<file path="src/rtl/uart_tx_sched_if.sv">
// Buffer-side and transmitter-side signals of the UART transmit scheduler.
// The scheduler takes the master modport; the buffer/transmitter environment takes the slave one.
interface uart_tx_sched_if;
    logic [7:0] buf_data;
    logic       buf_valid;
    logic       buf_rd;
    logic [9:0] occupancy;
    logic [7:0] tx_data;
    logic       tx_valid;
    logic       tx_ready;

    modport master (
        input  buf_data, buf_valid, occupancy, tx_ready,
        output buf_rd, tx_data, tx_valid
    );

    modport slave (
        output buf_data, buf_valid, occupancy, tx_ready,
        input  buf_rd, tx_data, tx_valid
    );
endinterface

</file>
<file path="src/rtl/uart_tx_sched.sv">
// Feeds a UART transmitter from a FWFT byte buffer and interleaves 4-byte status frames,
// arbitrating round-robin between the stream and status requesters.
module uart_tx_sched #(
    parameter logic [7:0] HEADER      = 8'hA5,
    parameter int         STAT_PERIOD = 0,
    parameter int         GAP_CYCLES  = 2
) (
    input  logic            clk,
    input  logic            rst,
    input  logic            enable,
    input  logic            stat_req,
    output logic            busy,
    output logic            stat_pending,
    output logic [15:0]     bytes_sent,
    output logic [15:0]     frames_sent,
    uart_tx_sched_if.master bus
);

    typedef enum logic [2:0] {
        IDLE,
        S_LOAD,
        S_SEND,
        S_GAP,
        F_LOAD,
        F_SEND
    } state_e;

    state_e      state_q;
    logic [7:0]  tx_data_q;
    logic        tx_valid_q;
    logic        buf_rd_q;
    logic        stat_pending_q;
    logic        stream_last_q;
    logic [15:0] bytes_sent_q;
    logic [15:0] frames_sent_q;
    logic [9:0]  occ_q;
    logic [1:0]  idx_q;
    logic [3:0]  gap_q;

    logic        auto_req;
    logic        stat_set;
    logic        tx_fire;
    logic [7:0]  frame_byte_d;

    assign tx_fire  = tx_valid_q & bus.tx_ready;
    assign stat_set = stat_req | auto_req;

    // Frame byte selected by the index; the checksum covers the three bytes before it.
    always_comb begin
        // NOTE: a default before the case keeps this block free of inferred latches.
        frame_byte_d = HEADER;
        unique case (idx_q)
            2'd0:    frame_byte_d = HEADER;
            2'd1:    frame_byte_d = {6'b0, occ_q[9:8]};
            2'd2:    frame_byte_d = occ_q[7:0];
            default: frame_byte_d = HEADER ^ {6'b0, occ_q[9:8]} ^ occ_q[7:0];
        endcase
    end

    generate
        if (STAT_PERIOD > 0) begin : g_timer
            localparam int            TW   = (STAT_PERIOD > 1) ? $clog2(STAT_PERIOD) : 1;
            localparam logic [TW-1:0] LAST = TW'(STAT_PERIOD - 1);

            logic [TW-1:0] timer_q;

            always_ff @(posedge clk or posedge rst) begin
                if (rst) begin
                    timer_q <= '0;
                end else if (timer_q == LAST) begin
                    timer_q <= '0;
                end else begin
                    timer_q <= timer_q + 1'b1;
                end
            end

            assign auto_req = (timer_q == LAST);
        end else begin : g_no_timer
            assign auto_req = 1'b0;
        end
    endgenerate

    always_ff @(posedge clk or posedge rst) begin
        if (rst) begin
            state_q        <= IDLE;
            tx_data_q      <= 8'h00;
            tx_valid_q     <= 1'b0;
            buf_rd_q       <= 1'b0;
            stat_pending_q <= 1'b0;
            stream_last_q  <= 1'b1;
            bytes_sent_q   <= 16'h0000;
            frames_sent_q  <= 16'h0000;
            occ_q          <= 10'h000;
            idx_q          <= 2'd0;
            gap_q          <= 4'd0;
        end else begin
            // NOTE: non-blocking assignments only, so every register samples pre-edge values.
            buf_rd_q <= 1'b0;

            unique case (state_q)
                IDLE: begin
                    if (enable) begin
                        if (stat_pending_q && stream_last_q) begin
                            state_q       <= F_LOAD;
                            stream_last_q <= 1'b0;
                        end else if (bus.buf_valid) begin
                            state_q       <= S_LOAD;
                            buf_rd_q      <= 1'b1;
                            stream_last_q <= 1'b1;
                        end else if (stat_pending_q) begin
                            state_q       <= F_LOAD;
                            stream_last_q <= 1'b0;
                        end
                    end
                end

                // The head byte is still presented here; the pop takes effect on this edge.
                S_LOAD: begin
                    tx_data_q  <= bus.buf_data;
                    tx_valid_q <= 1'b1;
                    state_q    <= S_SEND;
                end

                S_SEND: begin
                    if (tx_fire) begin
                        tx_valid_q   <= 1'b0;
                        bytes_sent_q <= bytes_sent_q + 16'd1;
                        gap_q        <= 4'(GAP_CYCLES - 1);
                        state_q      <= S_GAP;
                    end
                end

                S_GAP: begin
                    if (gap_q == 4'd0) begin
                        state_q <= IDLE;
                    end else begin
                        gap_q <= gap_q - 4'd1;
                    end
                end

                F_LOAD: begin
                    occ_q   <= bus.occupancy;
                    idx_q   <= 2'd0;
                    state_q <= F_SEND;
                end

                // tx_valid drops for one cycle after each transfer before the next byte is offered.
                F_SEND: begin
                    if (tx_fire) begin
                        tx_valid_q <= 1'b0;
                        if (idx_q == 2'd3) begin
                            frames_sent_q <= frames_sent_q + 16'd1;
                            state_q       <= IDLE;
                        end else begin
                            idx_q <= idx_q + 2'd1;
                        end
                    end else if (!tx_valid_q) begin
                        tx_data_q  <= frame_byte_d;
                        tx_valid_q <= 1'b1;
                    end
                end

                default: state_q <= IDLE;
            endcase

            // Set is applied after clear so a request coinciding with F_LOAD is kept.
            if (state_q == F_LOAD) begin
                stat_pending_q <= 1'b0;
            end
            if (stat_set) begin
                stat_pending_q <= 1'b1;
            end
        end
    end

    assign bus.buf_rd   = buf_rd_q;
    assign bus.tx_data  = tx_data_q;
    assign bus.tx_valid = tx_valid_q;
    assign busy         = (state_q != IDLE);
    assign stat_pending = stat_pending_q;
    assign bytes_sent   = bytes_sent_q;
    assign frames_sent  = frames_sent_q;

endmodule

</file>
<file path="src/flat_wrapper.sv">
// flat-port wrapper written by rule: the top's interface ports become plain ports
module uart_tx_sched_flat 
#(
    parameter logic [7:0] HEADER      = 8'hA5,
    parameter int         STAT_PERIOD = 0,
    parameter int         GAP_CYCLES  = 2
)
  (clk, rst, enable, stat_req, busy, stat_pending, bytes_sent, frames_sent, bus_buf_data, bus_buf_valid, bus_occupancy, bus_tx_ready, bus_buf_rd, bus_tx_data, bus_tx_valid);
  uart_tx_sched_if bus_i ();
  input  logic clk;
  input  logic rst;
  input  logic enable;
  input  logic stat_req;
  output logic busy;
  output logic stat_pending;
  output logic [15:0] bytes_sent;
  output logic [15:0] frames_sent;
  input wire logic [$bits(bus_i.buf_data)-1:0] bus_buf_data;
  input wire logic [$bits(bus_i.buf_valid)-1:0] bus_buf_valid;
  input wire logic [$bits(bus_i.occupancy)-1:0] bus_occupancy;
  input wire logic [$bits(bus_i.tx_ready)-1:0] bus_tx_ready;
  output wire logic [$bits(bus_i.buf_rd)-1:0] bus_buf_rd;
  output wire logic [$bits(bus_i.tx_data)-1:0] bus_tx_data;
  output wire logic [$bits(bus_i.tx_valid)-1:0] bus_tx_valid;
  assign bus_i.buf_data = bus_buf_data;
  assign bus_i.buf_valid = bus_buf_valid;
  assign bus_i.occupancy = bus_occupancy;
  assign bus_i.tx_ready = bus_tx_ready;
  assign bus_buf_rd = bus_i.buf_rd;
  assign bus_tx_data = bus_i.tx_data;
  assign bus_tx_valid = bus_i.tx_valid;
  uart_tx_sched #(.HEADER(HEADER), .STAT_PERIOD(STAT_PERIOD), .GAP_CYCLES(GAP_CYCLES)) u_core (.clk(clk), .rst(rst), .enable(enable), .stat_req(stat_req), .busy(busy), .stat_pending(stat_pending), .bytes_sent(bytes_sent), .frames_sent(frames_sent), .bus(bus_i));
endmodule
</file>
<file path="config.mk">
export PLATFORM = sky130hd
export DESIGN_NAME = uart_tx_sched_flat
export DESIGN_NICKNAME = d
export VERILOG_FILES = /design/src/rtl/uart_tx_sched_if.sv /design/src/rtl/uart_tx_sched.sv /design/src/flat_wrapper.sv
export SDC_FILE = /design/constraint.sdc
export NUM_CORES = 1
export LEC_CHECK = 0
export CAP_MARGIN = 10
export CORE_MARGIN = 2
export CORE_UTILIZATION = 57
export CTS_CLUSTER_SIZE = 28
export DETAILED_ROUTE_END_ITERATION = 8
export DONT_BUFFER_PORTS = 1
export PLACE_DENSITY = 0.83
export SETUP_SLACK_MARGIN = 0.2
export SYNTH_ARGS = -nofsm -noshare
export SYNTH_HDL_FRONTEND = slang
export SYNTH_SLANG_ARGS = --single-unit
export TNS_END_PERCENT = 5
</file>
<file path="constraint.sdc">
create_clock -name clk -period 2.15 [get_ports clk]
set_clock_uncertainty 0.15 [all_clocks]
set_input_delay 0.43 -clock clk [delete_from_list [all_inputs] [get_ports clk]]
set_output_delay 0.43 -clock clk [all_outputs]
set_load 0.05 [all_outputs]
</file>
# Yosys cells after proc, flatten, opt, wreduce, memory -nomap -nowiden
# Index checks and enable logic that the tools add are counted.
[totals] reg_bits=63 latch_bits=0 ram_bits=0 mem_bits_ro=0 in_bits=24 out_inout_bits=44 word_cells=86 mem_count=0
[op_classes] n_addsub=4 mul=0 div=0 n_lt_le_gt_ge=0 n_eq_ne=18 shifts=0 n_mux=31 bitwise=3 reduce_logical=19
[op_table] cell="$add 16x1->16 const B" count=2
[op_table] cell="$mux 3" count=8
[op_table] cell="$pmux 8 s3" count=1
[op_table] cell="$pmux 3 s6" count=1
[op_table] cell="$mux 8" count=2
[op_table] cell="$pmux 8 s2" count=1
[op_table] cell="$reduce_and 3->1" count=5
[op_table] cell="$mux 1" count=11
[op_table] cell="$ne 2x2->1 const B" count=5
[op_table] cell="$reduce_bool 3->1" count=3
[op_table] cell="$mux 4" count=2
[op_table] cell="$ne 2x1->1 const B" count=4
[op_table] cell="$pmux 4 s2" count=1
[op_table] cell="$reduce_bool 2->1" count=4
[op_table] cell="$xor 8x8->8" count=1
[op_table] cell="$eq 3x2->1 const B" count=2
[op_table] cell="$eq 3x3->1 const B" count=2
[op_table] cell="$reduce_and 6->1" count=1
[op_table] cell="$eq 2x2->1 const B" count=2
[op_table] cell="$logic_not 4->1" count=1
[op_table] cell="$mux 2" count=2
[op_table] cell="$ne 4x2->1 const B" count=1
[op_table] cell="$not 1->4" count=1
[op_table] cell="$pmux 2 s2" count=1
[op_table] cell="other kinds (10)" count=11

# Longest topological paths before layout
# Gate-level depths: netlist of run 1.
[depth] word_depth=6 mapped_depth=6 ltp_nobuf=6

# Worst setup path after synthesis of run 1
# OpenSTA, ideal clock, no wires.
[synth_timing] path_kind="reg-to-reg" startpoint="reg u_core.frames_sent_q[3], in the netlist u_core.frames_sent[3]" endpoint="reg u_core.frames_sent_q[13], in the netlist u_core.frames_sent[13]" setup_time_ps=145 arrival_ps=1658 t_required_ps=1855 setup_slack_ps=197 stages_incl_launch_ff=6 path_buffers=1 synth_period_minus_slack_ps=1953 cell_sequence="dfrtp_1 > nand4_1 > or2_1 > clkbuf_1 > nor4_1 > xor2_1"
[synth_via] elab_chain_cells=1
[synth_lines] item="start: declaration" line_no="uart_tx_sched.sv:35" text="logic [15:0] frames_sent_q;"
[synth_lines] item="start signal: assignment" line_no="uart_tx_sched.sv:152" text="frames_sent_q <= frames_sent_q + 16'd1;"
[synth_lines] item="$add 16x1->16" line_no="uart_tx_sched.sv:152"
# Every way passes these cells.
# A chain may end at the register's enable or synchronous reset.

# Worst setup path in the final report of run 1
[layout_timing] startpoint="reg u_core.state_q[0]" endpoint="reg u_core.state_q[0]"
[layout_via] elab_chain_cells=3 word_cells_on_any_way=14 classes_between="11 x eq/ne; 1 x mux; 2 x reduce/logical"
[layout_lines] item="start: declaration" line_no="uart_tx_sched.sv:28" text="state_e state_q;"
[layout_lines] item="start signal: assignment" line_no="uart_tx_sched.sv:85" text="state_q <= IDLE;"
[layout_lines] item="start signal: assignment" line_no="uart_tx_sched.sv:104" text="state_q <= F_LOAD;"
[layout_lines] item="start signal: assignment" line_no="uart_tx_sched.sv:107" text="state_q <= S_LOAD;"
[layout_lines] item="$eq 3x3->1, or another cell as far along" line_no="uart_tx_sched.sv:100" text="unique case (state_q)"
[layout_lines] item="$ne 2x1->1 (no line), or another cell as far along"
[layout_lines] item="$reduce_and 6->1 (no line)"
# Several ways; a longest one is shown, not always the timed one.

==> impl_metrics.env, run 1 <==
export IMPL_power_per_cell_area_mw_per_mm2=1329
export IMPL_cts_tree="yes"
export IMPL_critPathLaunchType="flop"
export IMPL_grt_pass1_vias=2207
export IMPL_drv_cap=0
export IMPL_p_leak_nw=1.638
export IMPL_ff2ff_setup_slack_ps=200
export IMPL_yosys_mux_area_fraction=0.05494
export IMPL_timing_fmax_mhz=512.8
export IMPL_finalCritPeriodShare=0.9070
export IMPL_vias=2178
export IMPL_crit_chain="or3b_4 > a21o_1 > nand3_1 > mux2_2"
export IMPL_synth_xor_area_frac=0.09471
export IMPL_rsz0062_at_grt="yes"
export IMPL_synth_edff_count=0
export IMPL_critPathSlowestCell="dfrtp_1"
export IMPL_rr_startpoint="u_core.state_q[0]$_DFFE_PP0P_"
export IMPL_final_antenna_net_count=0
export IMPL_hold_viol=0
export IMPL_clockBufferDepth=2
export IMPL_cts_htree_levels=3
export IMPL_core_region_area_mm2=0.005140
export IMPL_post_dp_hpwl_um=4435
export IMPL_grt_usage=0.2222
export IMPL_setup_viol=0
export IMPL_clk_pin_slew_ps=70
export IMPL_max_stage_delay_ps=520
export IMPL_maxSlewHeadroom=0.5709
export IMPL_gr_total_overflow=0
export IMPL_root_buffer="clkbuf_8"
export IMPL_status="finished, final reports clean"
export IMPL_drc=0
export IMPL_rows=26
export IMPL_worstSetupPathType="reg -> reg"
export IMPL_antenna_found_initial=0
export IMPL_ys_seq_elements=63
export IMPL_synthAdderAreaFrac=0.02870
export IMPL_die_y_um=77.17
export IMPL_critPathBufInv=0
export IMPL_crit_arrival_ps=2020
export IMPL_routed_via_density=5.672
export IMPL_holdCritPathClass="in -> reg"
export IMPL_async_flop_share=1.000
export IMPL_yosysTopAreaCell="dfrtp_1"
export IMPL_syn_nets=304
export IMPL_cts_setup_buffers=0
export IMPL_worstPathMaxFanout=11
export IMPL_synthDistinctLibCells=52
export IMPL_cp_top_family="simple AND/OR/NAND/NOR gates"
export IMPL_drt_wl_total_um=6175
export IMPL_synthMostInstantiatedCell="dfrtp_1"
export IMPL_cp_startpoint="u_core.state_q[0]$_DFFE_PP0P_"
export IMPL_final_max_slew_viol_count=0
export IMPL_place_congestion=0.8630
export IMPL_synth_compound_area_share=0.1062
export IMPL_n_antenna_cell=0
export IMPL_yosysSeqAreaShare=0.5170
export IMPL_syn_to_final_growth_pct=18.20
export IMPL_crit_cells=4
export IMPL_setup_tns_ps=0
export IMPL_synth_commonest_cells="dfrtp_1, nor2_1, xnor2_1"
export IMPL_ys_flop_type="dfrtp_1"
export IMPL_synth_top_family_by_area="simple AND/OR/NAND/NOR gates"
export IMPL_grt_pass1_wl_um=10390
export IMPL_synth_area_mm2=0.003052
export IMPL_crit_path_end_kind="flop"
export IMPL_grt_max_degree=32
export IMPL_cts_inserted_buffers=9
export IMPL_yosys_area_share_simple=0.1697
export IMPL_drtIter0Drc=92
export IMPL_worst_slew_pin_slew_ps=643.7
export IMPL_worstSetupEndpoint="u_core.state_q[0]$_DFFE_PP0P_"
export IMPL_r2r_cells=4
export IMPL_die_w_um=77.17
export IMPL_cts_sinks=63
export IMPL_ios=68
export IMPL_required_ps=2220
export IMPL_syn_avg_cell_area_um2=11.18
export IMPL_io_buffers=0
export IMPL_fin_hold_ws_ps=29.13
export IMPL_n_fill_cell=383
export IMPL_rr_endpoint="u_core.state_q[0]$_DFFE_PP0P_"
export IMPL_nNetsFinal=340
export IMPL_first_pass_iters=5
export IMPL_drive_gt1_frac=0.2516
export IMPL_die_area_mm2=0.005955
export IMPL_min_period_ps=1950
export IMPL_vdd_ir_drop_max_mv=0.8837
export IMPL_synthTopCellsByArea="dfrtp_1, xnor2_1, mux2_2, xor2_1, ha_1"
export IMPL_yosysWarningCount=0
export IMPL_synthCells=273
export IMPL_start_util=0.5937
export IMPL_synthDominantCellAreaShare=0.5084
export IMPL_clock_latency_ps=340
export IMPL_routedWlPerCell_um=16.08
-- logic make-up (layout without fill, tap and decap cells) --
kind of cell	after synthesis	in the layout
compound gates	48	48
mux	15	15
xor+xnor	33	33
flops	63	63
fa+ha+maj	7	7
buf+inv	19	60
simple gates	88	88
-- layer usage --
layer	share of wire	vias up	wire length, µm	global-route usage
met2	0.51	74	3133	0.3643
met1	0.41	1055	2517	0.2749
met5	0	-	0	0
met4	0.016	0	97	0.1018
li1	-	1041	-	-
met3	0.069	8	426	0.05882
-- cell type report --
class | count | area [µm²] | share of cell area
sequential | 63 | 1580 | 0.4381
multi-input combinational | 191 | 1400 | 0.3881
timing repair buffer | 33 | 250.2 | 0.06937
clock buffer | 9 | 123.9 | 0.03434
clock inverter | 7 | 120.1 | 0.03330
tap | 70 | 87.58 | 0.02428
inverter | 11 | 45.04 | 0.01249
-- worst min-delay path by stage --
stage / depth (start not counted) / endpoint / startpoint / slack, ps
global route: 1 / u_core.bus.tx_valid$_DFFE_PP0P_ / bus_tx_ready / 20
detailed placement: 1 / u_core.bytes_sent[11]$_DFFE_PP0P_ / rst / 180
finish: 1 / u_core.bus.tx_valid$_DFFE_PP0P_ / bus_tx_ready / 30
global placement: 1 / u_core.bytes_sent[10]$_DFFE_PP0P_ / rst / 170
floorplan: 1 / u_core.occ_q[3]$_DFFE_PP0N_ / u_core.occ_q[3]$_DFFE_PP0N_ / 330
CTS: 1 / u_core.bus.tx_valid$_DFFE_PP0P_ / bus_tx_ready / 10
-- layout by cell type, fill, tap and decap left out, types with 2 or more instances in the layout --
| cell type | n |
|---|---|
| a211oi_1 | 9 |
| a21o_1 | 3 |
| a21oi_1 | 15 |
| a22oi_1 | 4 |
| a31oi_1 | 2 |
| and2_1 | 3 |
| and3_1 | 3 |
| buf_4 | 32 |
| bufinv_16 | 3 |
| clkbuf_8 | 9 |
| clkinvlp_4 | 2 |
| dfrtp_1 | 60 |
| dfrtp_2 | 2 |
| ha_1 | 7 |
| inv_1 | 9 |
| mux2_2 | 14 |
| nand2_1 | 13 |
| nand3_1 | 9 |
| nand4_1 | 5 |
| nand4b_1 | 2 |
| nor2_1 | 22 |
| nor3_1 | 7 |
| nor3b_1 | 2 |
| nor4_1 | 2 |
| nor4_2 | 2 |
| o21a_1 | 2 |
| o21ai_0 | 4 |
| o2bb2ai_1 | 2 |
| or2_1 | 2 |
| or3_1 | 3 |
| or3b_4 | 2 |
| xnor2_1 | 19 |
| xor2_1 | 14 |
-- power breakdown --
part	internal (mW)	leakage, nW	total [mW]	switching (mW)
Clock	0.773	0.120	1.25	0.478
Combinational	0.638	0.742	1.46	0.817
Sequential	1.50	0.776	2.09	0.590
Total	2.91	1.64	4.79	1.89
-- registers in the layout (all words and copies together) (netlist names) --
register              cells
u_core.bytes_sent        16
u_core.frames_sent       16
u_core.occ_q             10
u_core.bus.tx_data        8
u_core.gap_q              4
u_core.state_q            3
u_core.idx_q              2
u_core.bus.buf_rd         1
u_core.bus.tx_valid       1
u_core.stat_pending       1
u_core.stream_last_q      1
-- timing repair --
| item | 4_1_cts | 5_1_grt |
|---|---|---|
| hold buffers | 1 | 0 |
| gates resized for setup | 3 | 3 |
| cloned | 0 | 0 |
| endpoints found under the setup margin | 1 | 28 |
| endpoints found under the hold margin | 17 | 0 |
-- metrics by stage --
stage / utilization / instances / setup slack (ps) / area (µm²) / total power, mW
after detailed placement: 0.6492 / 367 / 240.2 / 3337 / 3.512
after floorplan: - / 273 / 197.0 / 3055 / 3.216
after global placement: 0.6492 / 367 / 301.1 / 3337 / 3.428
final: 0.7018 / 384 / 199.9 / 3607 / 4.794
after global routing: 0.7018 / 384 / 114.7 / 3607 / 5.065
after CTS: 0.7008 / 384 / 180.0 / 3602 / 4.804
No activity file was read; power rests on OpenSTA's default activity.
==> run 2: changes to the inputs <==
- SETUP_SLACK_MARGIN: 0.2 -> 0.1
==> run 2 against run 1 <==
  * Sequential power is essentially flat
  * Register-to-register slack is essentially flat
  * Largest cell class unchanged
  * Combinational power is essentially flat
  * Highest routed layer unchanged
==> impl_metrics.env, run 2 (synthesized netlist as in run 1, its figures left out) <==
export IMPL_status="finished, final reports clean"
export IMPL_drv_cap=0
export IMPL_finalCritPeriodShare=0.9322
export IMPL_routed_via_density=5.615
export IMPL_holdPathStages=1
export IMPL_timing_fmax_mhz=498.9
export IMPL_crit_arrival_ps=1420
export IMPL_root_buffer="clkbuf_8"
export IMPL_rr_startpoint="u_core.state_q[2]$_DFFE_PP0P_"
export IMPL_cts_htree_levels=3
export IMPL_worst_slew_pin_slew_ps=625.0
export IMPL_grt_pass1_wl_um=10290
export IMPL_die_y_um=77.17
export IMPL_place_congestion=0.8630
export IMPL_hold_path_end="u_core.bus.tx_valid$_DFFE_PP0P_"
export IMPL_drtIter0Drc=96
export IMPL_layout_common_cells="dfrtp_1, buf_4, nor2_1"
export IMPL_crit_path_end_kind="output port"
export IMPL_fin_hold_ws_ps=28.94
export IMPL_core_region_area_mm2=0.005140
export IMPL_vdd_ir_drop_max_mv=0.8815
export IMPL_antenna_found_initial=0
export IMPL_rows=26
export IMPL_n_antenna_cell=0
export IMPL_start_util=0.5937
export IMPL_ios=68
export IMPL_worstSetupPathType="reg -> out"
export IMPL_first_pass_iters=5
export IMPL_cts_tree="yes"
export IMPL_power_per_cell_area_mw_per_mm2=1324
export IMPL_routedWlPerCell_um=16.01
export IMPL_clockBufferDepth=2
export IMPL_post_dp_hpwl_um=4435
export IMPL_io_buffers=0
export IMPL_cts_inserted_buffers=9
export IMPL_final_common_cell="dfrtp_1"
export IMPL_crit_chain="nor3_2 > inv_2"
export IMPL_min_period_ps=2004
export IMPL_p_leak_nw=1.638
export IMPL_fin_util=0.6996
export IMPL_final_max_slew_viol_count=0
export IMPL_min_from="bus_tx_ready"
export IMPL_required_ps=1570
export IMPL_drc=0
export IMPL_setup_viol=0
export IMPL_grt_max_degree=32
export IMPL_drt_wl_total_um=6146
export IMPL_setup_tns_ps=0
export IMPL_critPathLaunchType="flop"
export IMPL_cts_sinks=63
export IMPL_grt_pass1_vias=2202
export IMPL_vias=2156
export IMPL_drive_gt1_frac=0.2420
export IMPL_worstPathMaxFanout=11
export IMPL_clock_latency_ps=340
export IMPL_nNetsFinal=340
export IMPL_cts_setup_buffers=0
export IMPL_holdCritPathClass="in -> reg"
export IMPL_rr_endpoint="u_core.idx_q[0]$_DFFE_PP0P_"
export IMPL_p_total_mw=4.759
export IMPL_syn_to_final_growth_pct=17.84
export IMPL_ff2ff_setup_slack_ps=200
export IMPL_max_stage_delay_ps=500
export IMPL_critPathSlowestCell="dfrtp_1"
export IMPL_final_antenna_net_count=0
export IMPL_die_area_mm2=0.005955
export IMPL_grt_usage=0.2198
export IMPL_gr_total_overflow=0
export IMPL_rsz0062_at_grt="yes"
export IMPL_maxSlewHeadroom=0.5834
export IMPL_clk_pin_slew_ps=70
export IMPL_r2r_cells=4
export IMPL_hold_viol=0
export IMPL_die_w_um=77.17
## run 2: cell counts in the layout (fill, tap and decap cells not counted)
No cell type changed its count.
## run 2: stage by stage
stage,worst slack (ps),area (µm²),instances
3_5_place_dp,240.2,3337,367
3_3_place_gp,301.1,3337,367
2_1_floorplan,197.0,3055,273
5_1_grt,19.40,3596,384
4_1_cts,133.8,3596,384
6_report,145.7,3596,384
## run 2: layer usage
metal | part of all wire | track usage
met1 | 0.41 | 0.2721
met2 | 0.50 | 0.3591
met3 | 0.070 | 0.05882
met4 | 0.017 | 0.1018
met5 | 0 | 0
## run 2: report_power, final
part | leakage [nW] | switching (mW) | internal, mW
sequential | 0.778 | 0.578 | 1.49
combinational | 0.740 | 0.813 | 0.624
clock | 0.120 | 0.477 | 0.773
total | 1.64 | 1.87 | 2.89
## run 2: what timing repair did
action	CTS	global route
endpoints found under the hold margin	17	0
hold buffers	1	0
setup endpoints to repair	1	4
gates resized for setup	2	0
## run 2: how the worst max path moves through the flow
stage / from / end / slack (ps) / cells after the start
6_report: u_core.state_q[0]$_DFFE_PP0P_ / busy / 150 / 2
5_1_grt: u_core.state_q[0]$_DFFE_PP0P_ / busy / 20 / 2
4_1_cts: u_core.state_q[0]$_DFFE_PP0P_ / busy / 130 / 2
3_5_place_dp: u_core.state_q[2]$_DFFE_PP0P_ / u_core.idx_q[0]$_DFFE_PP0P_ / 240 / 4
3_3_place_gp: u_core.state_q[2]$_DFFE_PP0P_ / u_core.state_q[0]$_DFFE_PP0P_ / 300 / 4
2_1_floorplan: u_core.frames_sent[3]$_DFFE_PP0P_ / u_core.frames_sent[13]$_DFFE_PP0P_ / 200 / 5
## run 2: worst max-delay path, delay by kind of cell (launching register included)
| family | cells | cell delay (ps) |
|---|---|---|
| buffers and inverters | 1 | 210 |
| flip-flops | 1 | 500 |
| AND/OR/NAND/NOR | 1 | 380 |
## run 2: cell type report
class                      count  area, µm²
timing repair buffer          33      250.2
multi-input combinational    191       1391
sequential                    63       1578
tap                           70      87.58
inverter                      11      45.04
clock inverter                 7      120.1
fill                         384       1544
clock buffer                   9      123.9
==> run 3: changes to the inputs <==
- SKIP_LAST_GASP: unset -> 1
==> results of run 3 <==
Final layout, timing and power as in run 2 (identical DEF).
